**config.mk**
```make
export PLATFORM = sky130hd
export DESIGN_NAME = seg7_scan_ctrl
export DESIGN_NICKNAME = d
export VERILOG_FILES = /design/src/rtl/seg7_scan_ctrl.sv
export SDC_FILE = /design/constraint.sdc
export NUM_CORES = 1
export LEC_CHECK = 0
export ABC_AREA = 1
export CAP_MARGIN = 20
export CORE_AREA = 5 5 106 108
export DETAILED_ROUTE_END_ITERATION = 12
export DIE_AREA = 0 0 111 113
export PLACE_DENSITY_LB_ADDON = 0.12
export SLEW_MARGIN = 20
export SYNTH_ARGS = -nofsm -noshare
export SYNTH_HDL_FRONTEND = slang
export SYNTH_SLANG_ARGS = --single-unit
export TNS_END_PERCENT = 20
```
**constraint.sdc**
```tcl
create_clock -name clk_sys -period 4.69 [get_ports clk_sys]
set_clock_uncertainty 0.15 [all_clocks]
set_input_delay 0.938 -clock clk_sys [delete_from_list [all_inputs] [get_ports clk_sys]]
set_output_delay 0.938 -clock clk_sys [all_outputs]
set_load 0.05 [all_outputs]
```
**src/rtl/seg7_scan_ctrl.sv**
```systemverilog
// seg7_scan_ctrl: multiplexed common-anode seven-segment controller.
// A wide hex word is latched on rd_vld and scanned across DIGITS digits.
// A nibble window is selected statically (low/high) or by circular auto-scroll.
// Leading-zero blanking, per-digit decimal points and a blank mode are supported.
// Anode and segment outputs are registered and active-low.
module seg7_scan_ctrl #(
    parameter int DIGITS      = 4,
    parameter int BUF_NIBBLES = 6,
    parameter int REFRESH_DIV = 100000,
    parameter int SCROLL_DIV  = 50000000
) (
    input  logic                     clk_sys,
    input  logic                     rst,
    input  logic                     rd_vld,
    input  logic [4*BUF_NIBBLES-1:0] rd_data,
    input  logic [1:0]               mode,
    input  logic                     lz_blank,
    input  logic [DIGITS-1:0]        dp_mask,
    output logic [DIGITS-1:0]        SEG_SELECT_OUT,
    output logic [7:0]               HEX_OUT
);

    localparam int D_W   = (DIGITS > 1) ? $clog2(DIGITS) : 1;
    localparam int OFF_W = (BUF_NIBBLES > 1) ? $clog2(BUF_NIBBLES) : 1;
    localparam int RC_W  = $clog2(REFRESH_DIV);
    localparam int SC_W  = $clog2(SCROLL_DIV);

    localparam logic [1:0] MODE_LOW    = 2'b00;
    localparam logic [1:0] MODE_HIGH   = 2'b01;
    localparam logic [1:0] MODE_SCROLL = 2'b10;
    localparam logic [1:0] MODE_BLANK  = 2'b11;

    localparam logic [OFF_W-1:0] OFF_HIGH = OFF_W'(BUF_NIBBLES - DIGITS);
    localparam logic [OFF_W-1:0] OFF_LAST = OFF_W'(BUF_NIBBLES - 1);
    localparam logic [D_W-1:0]   DIG_LAST = D_W'(DIGITS - 1);
    localparam logic [RC_W-1:0]  RC_LAST  = RC_W'(REFRESH_DIV - 1);
    localparam logic [SC_W-1:0]  SC_LAST  = SC_W'(SCROLL_DIV - 1);

    logic [4*BUF_NIBBLES-1:0] data_q;
    logic [RC_W-1:0]          ref_cnt;
    logic [D_W-1:0]           dig_idx;
    logic [SC_W-1:0]          scr_cnt;
    logic [OFF_W-1:0]         off_q;
    logic [1:0]               prev_mode;

    logic [OFF_W-1:0]  off_eff;
    logic [3:0]        show_nib;
    logic              nz_above;
    logic              blank_dig;
    int                pos;
    logic [DIGITS-1:0] seg_nxt;
    logic [7:0]        hex_nxt;

    // Active-low segment pattern {g,f,e,d,c,b,a} for one hex nibble.
    function automatic logic [6:0] hex7(input logic [3:0] n);
        case (n)
            4'h0: hex7 = 7'h40;
            4'h1: hex7 = 7'h79;
            4'h2: hex7 = 7'h24;
            4'h3: hex7 = 7'h30;
            4'h4: hex7 = 7'h19;
            4'h5: hex7 = 7'h12;
            4'h6: hex7 = 7'h02;
            4'h7: hex7 = 7'h78;
            4'h8: hex7 = 7'h00;
            4'h9: hex7 = 7'h10;
            4'hA: hex7 = 7'h08;
            4'hB: hex7 = 7'h03;
            4'hC: hex7 = 7'h46;
            4'hD: hex7 = 7'h21;
            4'hE: hex7 = 7'h06;
            default: hex7 = 7'h0E;
        endcase
    endfunction

    // Data latch: capture the hex word whenever a read strobe arrives, in any mode.
    // NOTE: sequential state uses non-blocking (<=) so every register samples pre-edge values.
    always_ff @(posedge clk_sys or posedge rst) begin
        if (rst) begin
            data_q <= '0;
        end else if (rd_vld) begin
            data_q <= rd_data;
        end
    end

    // Refresh scan: each digit slot lasts REFRESH_DIV cycles, digits cycle 0..DIGITS-1.
    always_ff @(posedge clk_sys or posedge rst) begin
        if (rst) begin
            ref_cnt <= '0;
            dig_idx <= '0;
        end else if (ref_cnt == RC_LAST) begin
            ref_cnt <= '0;
            dig_idx <= (dig_idx == DIG_LAST) ? '0 : dig_idx + 1'b1;
        end else begin
            ref_cnt <= ref_cnt + 1'b1;
        end
    end

    // Window offset and scroll timer; entering scroll mode restarts from offset 0.
    always_ff @(posedge clk_sys or posedge rst) begin
        if (rst) begin
            off_q     <= '0;
            scr_cnt   <= '0;
            prev_mode <= MODE_BLANK;
        end else begin
            prev_mode <= mode;
            case (mode)
                MODE_LOW:  off_q <= '0;
                MODE_HIGH: off_q <= OFF_HIGH;
                MODE_SCROLL: begin
                    if (prev_mode != MODE_SCROLL) begin
                        off_q   <= '0;
                        scr_cnt <= '0;
                    end else if (scr_cnt == SC_LAST) begin
                        scr_cnt <= '0;
                        off_q   <= (off_q == OFF_LAST) ? '0 : off_q + 1'b1;
                    end else begin
                        scr_cnt <= scr_cnt + 1'b1;
                    end
                end
                default: ;
            endcase
        end
    end

    // Offset seen by the output stage this cycle, so a mode change shows on the next edge.
    always_comb begin
        case (mode)
            MODE_LOW:    off_eff = '0;
            MODE_HIGH:   off_eff = OFF_HIGH;
            MODE_SCROLL: off_eff = (prev_mode != MODE_SCROLL) ? '0 : off_q;
            default:     off_eff = off_q;
        endcase
    end

    // Select the current digit's nibble and detect all-zero nibbles from here upward.
    // NOTE: every output of this block gets a default first, so no latch is inferred.
    always_comb begin
        show_nib = '0;
        nz_above = 1'b0;
        pos      = 0;
        for (int j = 0; j < DIGITS; j++) begin
            pos = int'(off_eff) + j;
            if (pos >= BUF_NIBBLES) pos = pos - BUF_NIBBLES;
            if (j >= int'(dig_idx) && data_q[4*pos +: 4] != 4'h0) nz_above = 1'b1;
            if (j == int'(dig_idx)) show_nib = data_q[4*pos +: 4];
        end
        blank_dig = (mode == MODE_LOW || mode == MODE_HIGH) && lz_blank &&
                    (dig_idx != '0) && !nz_above;
    end

    // Next anode/segment values for the digit currently being scanned.
    always_comb begin
        if (mode == MODE_BLANK || blank_dig) begin
            seg_nxt = '1;
            hex_nxt = 8'hFF;
        end else begin
            seg_nxt = ~(DIGITS'(1) << dig_idx);
            hex_nxt = {~dp_mask[dig_idx], hex7(show_nib)};
        end
    end

    // Registered board outputs; dark while in reset.
    always_ff @(posedge clk_sys or posedge rst) begin
        if (rst) begin
            SEG_SELECT_OUT <= '1;
            HEX_OUT        <= 8'hFF;
        end else begin
            SEG_SELECT_OUT <= seg_nxt;
            HEX_OUT        <= hex_nxt;
        end
    end

endmodule

```
==> results.py, run 1 <==
metrics = {
    "global_routing": {
        "overflow_left_after_global_routing": 0,
        "grt_pass1_vias": 5294,
        "gr-usage-met2_pct": 39.28,
        "globalRouteMet1Util_pct": 30.63,
        "maximum_number_of_pins_on_one_net_before_global_route_repair": 56,
        "gr-usage-all-layers_pct": 23.29,
        "grt.busiest_layer": "met2",
        "antenna_violations_before_repair": 0,
        "grt.met3_usage_pct": 2.888,
        "global_route_wire_length_before_repair_um": 24380,
    },
    "drt": {
        "postRouteAntennaNets": 0,
        "detailedRoute.firstPassIterationCount": 5,
        "via_count": 5428,
        "post-route-drc-count": 0,
        "viasPerCell": 5.472,
        "wl_per_cell_um": 14.24,
        "postRouteWirelength_um": 14120,
        "drt_iter0_markers": 372,
    },
    "placement": {
        "io_buffer_count": 45,
        "gp_congestion": 0.9426,
        "preCtsSetupSlack_ns": -0.4108,
        "hpwlAfterDp_um": 10790,
    },
    "sta": {
        "finalSetupViolCount": 0,
        "timing.setup.tns_ns": 0,
        "period_needed_ns": 4.452,
        "layout_setup_ws_ns": 0.2381,
        "final.hold.worst_slack_ns": 0.3466,
        "maxSlewHeadroom_pct": 59.98,
        "timing.fmax_mhz": 224.6,
        "min_period_over_period_pct": 94.92,
        "report.final.hold_viol_count": 0,
        "max_slew.worst_pin.slew_ns": 0.6002,
        "timing.final.max_slew_violations": 0,
    },
    "final_layout": {
        "antenna_cells": 0,
        "finish.net_count": 912,
        "finish.utilization_pct": 68.31,
        "area_growth_syn_to_layout_pct": 18.40,
        "multi_input_gate_area_in_the_final_layout_um2": 3147,
        "layout_common_cells": "168 x sky130_fd_sc_hd__nand2_1, 107 x sky130_fd_sc_hd__inv_1, 72 x sky130_fd_sc_hd__dfrtp_1",
        "layout_cells_sized_above_1_pct": 17.41,
        "fillerInstances": 828,
        "most_common_cell_after_layout_fill_and_taps_aside": "sky130_fd_sc_hd__nand2_1",
        "sequential_cell_area_um2": 2170,
    },
    "clock_tree": {
        "numCtsBuffers": 9,
        "clockRootBuffer": "sky130_fd_sc_hd__clkbuf_8",
        "cts_tree": "done",
        "clkSlewWorstSetupHoldPaths_ns": 0.09,
        "cts_htree_levels": 3,
        "cts_sinks": 86,
        "cts_setup_buffers": 0,
        "clock_tree_buf_depth": 2,
        "worstSkewPairLatency_ns": 0.36,
        "cts-hold-fix-buffers": 0,
    },
    "worst_setup_path": {
        "rr_startpoint": "prev_mode[0]",
        "cp_class": "in -> reg",
        "crit_path_max_incr_delay_ns": 0.53,
        "worst_ep_arrival_time_ns": 4.60,
        "timing.rr.end": "HEX_OUT[1]",
        "setup.worst_path.end_class": "flop",
        "depth_of_the_worst_register_to_register_path": 27,
        "cp-startpoint": "mode[1]",
        "worst_path_fanout_max": 5,
        "worst_ep_required_time_ns": 4.84,
        "crit_path_frequent_cell": "sky130_fd_sc_hd__nand2_1",
        "crit_path_top_delay_cell": "sky130_fd_sc_hd__clkdlybuf4s50_1",
        "setup.reg_to_reg.worst_slack_ns": 1.02,
        "setup.worst_path.start_class": "primary input",
        "timing.critical_path.to": "HEX_OUT[1]",
    },
    "logic_synthesis": {
        "synth.net_count": 828,
        "flip_flop_and_latch_count_after_synthesis": 86,
        "yosysSeqAreaShare_pct": 37.09,
        "synthCells": 767,
        "yosys.area.top_type_share_pct": 30.80,
        "yosys-top-cells-area": "sky130_fd_sc_hd__dfrtp_1 31%, sky130_fd_sc_hd__nand2_1 11%, sky130_fd_sc_hd__inv_1 6.9%, sky130_fd_sc_hd__dfstp_2 6.3%, sky130_fd_sc_hd__ha_1 5.8%",
        "yosys.cell_types.count": 52,
        "netlist.top_cell.by_area": "sky130_fd_sc_hd__dfrtp_1",
        "syn-mean-instance-area_um2": 7.626,
        "yosys_warnings": 0,
        "post_synth_instance_area_um2": 5849,
    },
    "job": {
        "maxCapViolations": 0,
    },
    "die": {
        "initial_core_util_pct": 57.69,
        "coreArea_um2": 10140,
        "standard_cell_rows": 37,
        "pin_count": 46,
        "fp.dieH_um": 113,
        "die_area_um2": 12540,
        "dieWidth_um": 111,
    },
    "power": {
        "total_power_density_per_cell_area_nw_per_um2": 257.3,
        "static_leakage_nw": 3.210,
        "peak_vdd_ir_mv": 0.1480,
    },
    "worst_hold_path": {
        "min-delay-path-class": "reg -> reg",
    },
    "run_status": {
        "status": "complete, no violations",
    },
}
-- Yosys cell counts (all sizes together) --
cell,n
nand2,191
inv,115
nand3,78
o21ai,76
dfrtp,72
nor2,53
ha,27
a21oi,20
nand4,18
nor3,18
dfstp,14
o22ai,11
clkbuf,10
buf,9
mux2,9
xor2,9
nor4,8
a31oi,6
o32ai,4
o211ai,3
or2,3
a41oi,2
and3,2
a22oi,1
a32o,1
clkinv,1
nand2b,1
nand3b,1
o21a,1
o221a,1
o311ai,1
xnor2,1
-- where the power goes --
group	switching, mW	internal [mW]	leakage [nW]	total, mW
logic	0.276	0.172	2.02	0.448
registers	0.0218	0.788	1.09	0.810
clock network	0.280	0.243	0.0964	0.523
total	0.578	1.20	3.21	1.78
-- sequential cells by signal (all words and copies together) (netlist names) --
register        count
HEX_OUT             8
SEG_SELECT_OUT      4
data_q             24
dig_idx             2
off_q               3
prev_mode           2
ref_cnt            17
scr_cnt            26
-- cell type report --
| cell class | count | area share (%) |
|---|---|---|
| clock inverter | 7 | 0.9395 |
| clock buffer | 9 | 1.789 |
| tap | 136 | 2.457 |
| inverter | 116 | 6.305 |
| multi-input combinational | 546 | 45.44 |
| sequential | 86 | 31.33 |
| timing repair buffer | 92 | 11.74 |
-- worst min path at each step --
stage,from,end,slack [ns],cells after the start
2_1_floorplan,ref_cnt[0],ref_cnt[0],0.30,1
3_3_place_gp,ref_cnt[0],ref_cnt[0],0.32,1
3_5_place_dp,ref_cnt[0],ref_cnt[0],0.33,1
4_1_cts,ref_cnt[0],ref_cnt[0],0.35,1
5_1_grt,ref_cnt[2],ref_cnt[2],0.39,1
6_report,ref_cnt[0],ref_cnt[0],0.35,1
-- critical path, delay by kind of cell --
family                     cells  cell delay, ns
AOI/OAI and AO/OA              2            0.25
adders and majority gates      5            1.09
buffers and inverters          7            0.97
and+or+nand+nor               16            1.38
-- layer usage --
metal / wire length [µm] / vias to the layer above
met4: 375 / 0
met3: 564 / 29
met2: 6927 / 146
met5: 0 / -
li1: - / 2698
met1: 6258 / 2555
-- cells by family after synthesis --
group	after synthesis	synth area share [%]
XOR/XNOR	10	1.497
AO/OA/AOI/OAI	127	13.05
flip-flops	86	37.09
AND/OR/NAND/NOR	373	31.34
buffers and inverters	135	9.519
multiplexers	9	1.733
adder cells (fa/ha/maj)	27	5.775
-- metrics by stage --
stage                     cells  area (µm²)  total power, mW
after floorplan             767        5849            1.111
after global placement      975        6695            1.257
after detailed placement    975        6690            1.265
after CTS                   991        6879            1.795
after global routing        992        6925            1.884
final                       992        6925            1.782
-- timing repair --
action,CTS,global route
resized for setup,1,8
endpoints found under the setup margin,1,12
pin swaps,0,1
No activity file was read; power rests on OpenSTA's default activity.
==> inputs of run 2 (changes only) <==
SETUP_SLACK_MARGIN = 0.05   (was not set)
SKIP_CTS_REPAIR_TIMING = 1   (was not set)
==> run 2 against run 1 <==
Core utilization grew 0.12 points. Fmax grew 0.32%. Final area grew 0.18%. Non-clock buffer count is the same. Flip-flop and latch count is the same. Final cell count is the same. Via count grew 0.53%. Critical path type unchanged.
==> results.py, run 2 (synthesis results as in run 1) <==
metrics = {
    "run_status": {
        "status": "complete, no violations",
    },
    "final_layout": {
        "finish.utilization_pct": 68.43,
        "antenna_cells": 0,
        "area_growth_syn_to_layout_pct": 18.61,
        "final_design_area_no_fill_um2": 6938,
        "fillerInstances": 830,
        "most_common_cell_after_layout_fill_and_taps_aside": "sky130_fd_sc_hd__nand2_1",
        "finish.net_count": 912,
        "layout_common_cells": "168 x sky130_fd_sc_hd__nand2_1, 107 x sky130_fd_sc_hd__inv_1, 72 x sky130_fd_sc_hd__dfrtp_1",
        "largest_reg_flops": 26,
        "top_regs": "scr_cnt (26), data_q (24), ref_cnt (17)",
        "largest_register": "scr_cnt",
        "layout_cells_sized_above_1_pct": 17.64,
    },
    "global_routing": {
        "grt_pass1_vias": 5294,
        "overflow_left_after_global_routing": 0,
        "global_route_wire_length_before_repair_um": 24380,
        "maximum_number_of_pins_on_one_net_before_global_route_repair": 56,
        "antenna_violations_before_repair": 0,
        "gr-usage-all-layers_pct": 23.29,
    },
    "worst_setup_path": {
        "worst_ep_arrival_time_ns": 4.59,
        "crit_path_frequent_cell": "sky130_fd_sc_hd__nand2_1",
        "setup.worst_path.start_class": "primary input",
        "crit_path_max_incr_delay_ns": 0.53,
        "setup.worst_path.end_class": "flop",
        "cp-startpoint": "mode[1]",
        "cp_class": "in -> reg",
        "rr_startpoint": "prev_mode[0]",
        "worst_path_fanout_max": 5,
        "worst_ep_required_time_ns": 4.84,
        "crit_path_top_delay_cell": "sky130_fd_sc_hd__clkdlybuf4s50_1",
    },
    "drt": {
        "drt_iter0_markers": 373,
        "wl_per_cell_um": 14.28,
        "viasPerCell": 5.501,
        "detailedRoute.firstPassIterationCount": 5,
        "postRouteAntennaNets": 0,
        "post-route-drc-count": 0,
        "via_count": 5457,
        "postRouteWirelength_um": 14170,
    },
    "clock_tree": {
        "clock_tree_buf_depth": 2,
        "cts_tree": "done",
        "cts_htree_levels": 3,
        "worstSkewPairLatency_ns": 0.36,
        "cts_sinks": 86,
        "numCtsBuffers": 9,
        "clockRootBuffer": "sky130_fd_sc_hd__clkbuf_8",
        "clkSlewWorstSetupHoldPaths_ns": 0.09,
    },
    "sta": {
        "timing.fmax_mhz": 225.3,
        "timing.final.max_slew_violations": 0,
        "rsz_0062_raised_after_global_routing": "no",
        "max_slew.worst_pin.slew_ns": 0.6110,
        "final.hold.worst_slack_ns": 0.3473,
        "min_period_over_period_pct": 94.63,
        "period_needed_ns": 4.438,
        "finalSetupViolCount": 0,
        "maxSlewHeadroom_pct": 59.26,
        "report.final.hold_viol_count": 0,
    },
    "placement": {
        "place_area_um2": 6690,
        "gp_congestion": 0.9426,
        "hpwlAfterDp_um": 10790,
        "io_buffer_count": 45,
    },
    "die": {
        "initial_core_util_pct": 57.69,
        "standard_cell_rows": 37,
        "coreArea_um2": 10140,
        "die_area_um2": 12540,
        "dieWidth_um": 111,
        "pin_count": 46,
        "fp.dieH_um": 113,
    },
    "worst_hold_path": {
        "min-delay-path-class": "reg -> reg",
        "timing.hold.worst.start": "ref_cnt[0]",
    },
    "power": {
        "total_power_density_per_cell_area_nw_per_um2": 257.5,
        "peak_vdd_ir_mv": 0.1503,
        "static_leakage_nw": 3.208,
    },
    "job": {
        "maxCapViolations": 0,
    },
}
[run 2: cell count changes in the layout (fill, tap and decap cells not counted)]
cell	delta
sky130_fd_sc_hd__o22ai_4	+1
sky130_fd_sc_hd__o22ai_2	-1
sky130_fd_sc_hd__ha_2	+2
sky130_fd_sc_hd__ha_1	-2
[run 2: cell type report]
class	count	area, µm²	area share, %
Timing Repair Buffer	92	813.3	11.72
Sequential cell	86	2170	31.27
Clock inverter	7	65.06	0.9378
Tap cell	136	170.2	2.453
Multi-Input combinational cell	546	3159	45.54
Clock buffer	9	123.9	1.785
Inverter	116	436.7	6.294
[run 2: worst max-delay path: cells and delay by family]
| kind | cells | cell delay [ns] |
|---|---|---|
| AND/OR/NAND/NOR | 14 | 1.20 |
| adder cells (fa/ha/maj) | 5 | 1.18 |
| buffers and inverters | 8 | 1.19 |
| AO/OA/AOI/OAI | 1 | 0.08 |
[run 2: power breakdown]
group	switching [mW]	internal [mW]	leakage [nW]
sequential	0.0218	0.788	1.09
clock	0.283	0.243	0.0964
combinational	0.277	0.173	2.02
[run 2: metal layers]
metal	vias up	GRT usage [%]	part of all wire (%)	wire length, µm
li1	2699	-	-	-
met1	2565	30.63	44	6243
met2	162	39.28	49	6952
met3	31	2.888	4.1	588
met4	0	9.360	2.7	386
met5	-	0	0	0
[run 2: final timing paths]
check                              to  slack (ns)  cells past startpoint
max reg2reg                HEX_OUT[1]        1.01                     27
min in group asynchronous    off_q[0]        0.66                      2
max                        HEX_OUT[1]        0.25                     28
max in group asynchronous  HEX_OUT[1]        3.05                      3
min                        ref_cnt[0]        0.35                      1
min reg2reg                ref_cnt[0]        0.35                      1
[run 2: metrics by stage]
step | setup slack, ns | instances | TNS (ns) | power [mW]
5_1_grt | 0.003060 | 992 | 0 | 1.886
3_5_place_dp | -0.4108 | 975 | -3.011 | 1.265
6_report | 0.2521 | 992 | 0 | 1.787
4_1_cts | -0.01617 | 991 | -0.01617 | 1.795
2_1_floorplan | 0.2197 | 767 | 0 | 1.111
3_3_place_gp | -0.1757 | 975 | -0.9741 | 1.257
==> RTL edit (config.mk and constraints of run 2) <==
Change the parameter `DIGITS` from 4 to 8.
--- a/src/rtl/seg7_scan_ctrl.sv
+++ b/src/rtl/seg7_scan_ctrl.sv
@@ -4,7 +4,7 @@
 // Leading-zero blanking, per-digit decimal points and a blank mode are supported.
 // Anode and segment outputs are registered and active-low.
 module seg7_scan_ctrl #(
-    parameter int DIGITS      = 4,
+    parameter int DIGITS      = 8,
     parameter int BUF_NIBBLES = 6,
     parameter int REFRESH_DIV = 100000,
     parameter int SCROLL_DIV  = 50000000
Interface: changed (resized SEG_SELECT_OUT and dp_mask); port bits go from 46 to 54. No check against the original RTL was run, so the function may have changed too.
==> RTL edit against run 2 <==
  * Via count increased by 29%
  * Sequential cell count grew 5
  * Synthesized area is 16% higher
  * Total power is 23% higher
  * Final area increased by 20%
  * Hold slack better by 0.0024 ns
  * Die area is the same
  * Global-route usage is 6.0 points higher
  * Critical path depth grew 3
  * Setup slack gained 0.088 ns
  * Routed wire length rose by 31%
  * Highest routed layer unchanged
==> RTL edit: results (changes against run 2) <==
Placement
  • HPWL Detailed: 14.2 mm (+32%)
  • Dpl ws: -0.475 ns (-0.0642 ns)
  • GPL Wtd Cong: 1.06 (+12%)
  • Dpl cell area: 0.00800 sq mm (+20%)
  • PortBufs: 53 (+18%)

GRT
  • Initial antenna violation count: 0 (unchanged)
  • GRT Util Overall: 29.3% (+6.0 points)
  • Largest net degree at the start of global routing: 51 (-8.9%)
  • Met3 Track Usage GR: 4.92% (+2.0 points)
  • First-pass GRT wire length: 30.7 mm (+26%)
  • Met1 usage: 38.9% (+8.3 points)
  • Vias in the first global route: 6647 (+26%)
  • GR Util met2: 48.7% (+9.5 points)

Yosys
  • Synth cell types: 50 (-3.8%)
  • Sequential share of the synthesized area: 34.0% (-3.1 points)
  • Async SR Flop Fraction: 100% (unchanged)
  • Post-synth EDFFs: 0 (unchanged)
  • Compound-Gate Fraction of Synth Area: 17.3% (+4.3 points)
  • Synth cell count leaders: nand2_1, inv_1, nand3_1, o21ai_0, dfrtp_1
  • Xor/xnor share of the synthesized area: 1.28% (-0.22 points)
  • Mux contribution to synthesized area: 0.998% (-0.73 points)
  • Gate Count Post-Synth: 981 (+28%)
  • Synth Area in Adders: 6.10% (+0.32 points)
  • Top post-synthesis cells by area: dfrtp_1, nand2_1, inv_1
  • Total nets after synthesis: 1052 (+27%)

Critical path
  • Critical Path AT: 4.51 ns (-0.08 ns)
  • Crit path max fanout: 5 (unchanged)
  • Worst R2R Setup Slack: 0.80 ns (-0.21 ns)
  • Worst path max stage delay: 0.24 ns (-0.29 ns)
  • RR Startpoint: prev_mode[1]$_DFF_PP1_
  • FF-to-FF path depth: 28 (+3.7%)
  • Worst Setup SP: mode[0]
  • Critical-path top delay cell: ha_1

Power and ir drop
  • P_leak: 3.95 nW (+23%)
  • Clock Power Share: 24.3% (-5.2 points)
  • Sw Share: 36.0% (+3.4 points)
  • Combinational power share: 36.9% (+12 points)
  • VDD IR max: 0.000282 V (+88%)
  • Comb. pwr: 813 uW (+81%)

Clock network
  • Htree depth: 3 (unchanged)

STA
  • Final Cycle Share: 92.8% (-1.9 points)
  • Min Hold Slack: 0.350 ns (+0.00243 ns)
  • Worst slew margin: 37.1% (-22 points)

Layout
  • Largest registers: scr_cnt x26, data_q x24, ref_cnt x17
  • Final net count: 1179 (+29%)
  • Final non-filler cell total: 1249 (+26%)
  • Fraction of layout cells with a size suffix above 1: 16.1% (-1.6 points)
  • Area Growth Syn to Fin: 23.1%
  • Fill cells: 711 (-14%)

Outcome
  • Status: finished, final reports clean

Detailed routing
  • Final WL: 18.6 mm (+31%)
  • First-pass detailed-route iteration total: 6 (+1)
  • Met2 wire len: 8.81 mm (+27%)
  • Post-Route M1 WL: 8.05 mm (+29%)
  • Via/cell ratio: 5.65 (+2.8%)
  • Metal3 WL: 1.12 mm (+91%)
  • Max Used Layer: met4
  • Initial DRC Count: 704 (+89%)

Hold path
  • Hold path startpoint: ref_cnt[0]$_DFF_PP0_
[RTL edit: cell type report]
type / instances / share of cell area [%]
Multi-Input combinational cell: 709 / 46.4
Sequential cell: 91 / 27.6
Timing Repair Buffer: 139 / 14.5
Inverter: 158 / 7.13
Tap cell: 136 / 2.04
Clock buffer: 9 / 1.49
Clock inverter: 7 / 0.811
[RTL edit: worst register-to-register path: cells and delay by family (launching register included)]
family,cells,cell delay [ns]
buffers and inverters,8,0.76
and+or+nand+nor,14,1.24
adders and majority gates,3,0.61
AOI/OAI and AO/OA,3,0.54
DFF,1,0.56
[RTL edit: path summary, 6_finish.rpt]
check | to
setup / recovery | HEX_OUT[0]$_DFF_PP1_
hold / removal | ref_cnt[0]$_DFF_PP0_
setup reg to reg | HEX_OUT[0]$_DFF_PP1_
hold reg to reg | ref_cnt[0]$_DFF_PP0_
max in group asynchronous | SEG_SELECT_OUT[7]$_DFF_PP1_
min in group asynchronous | ref_cnt[5]$_DFF_PP0_
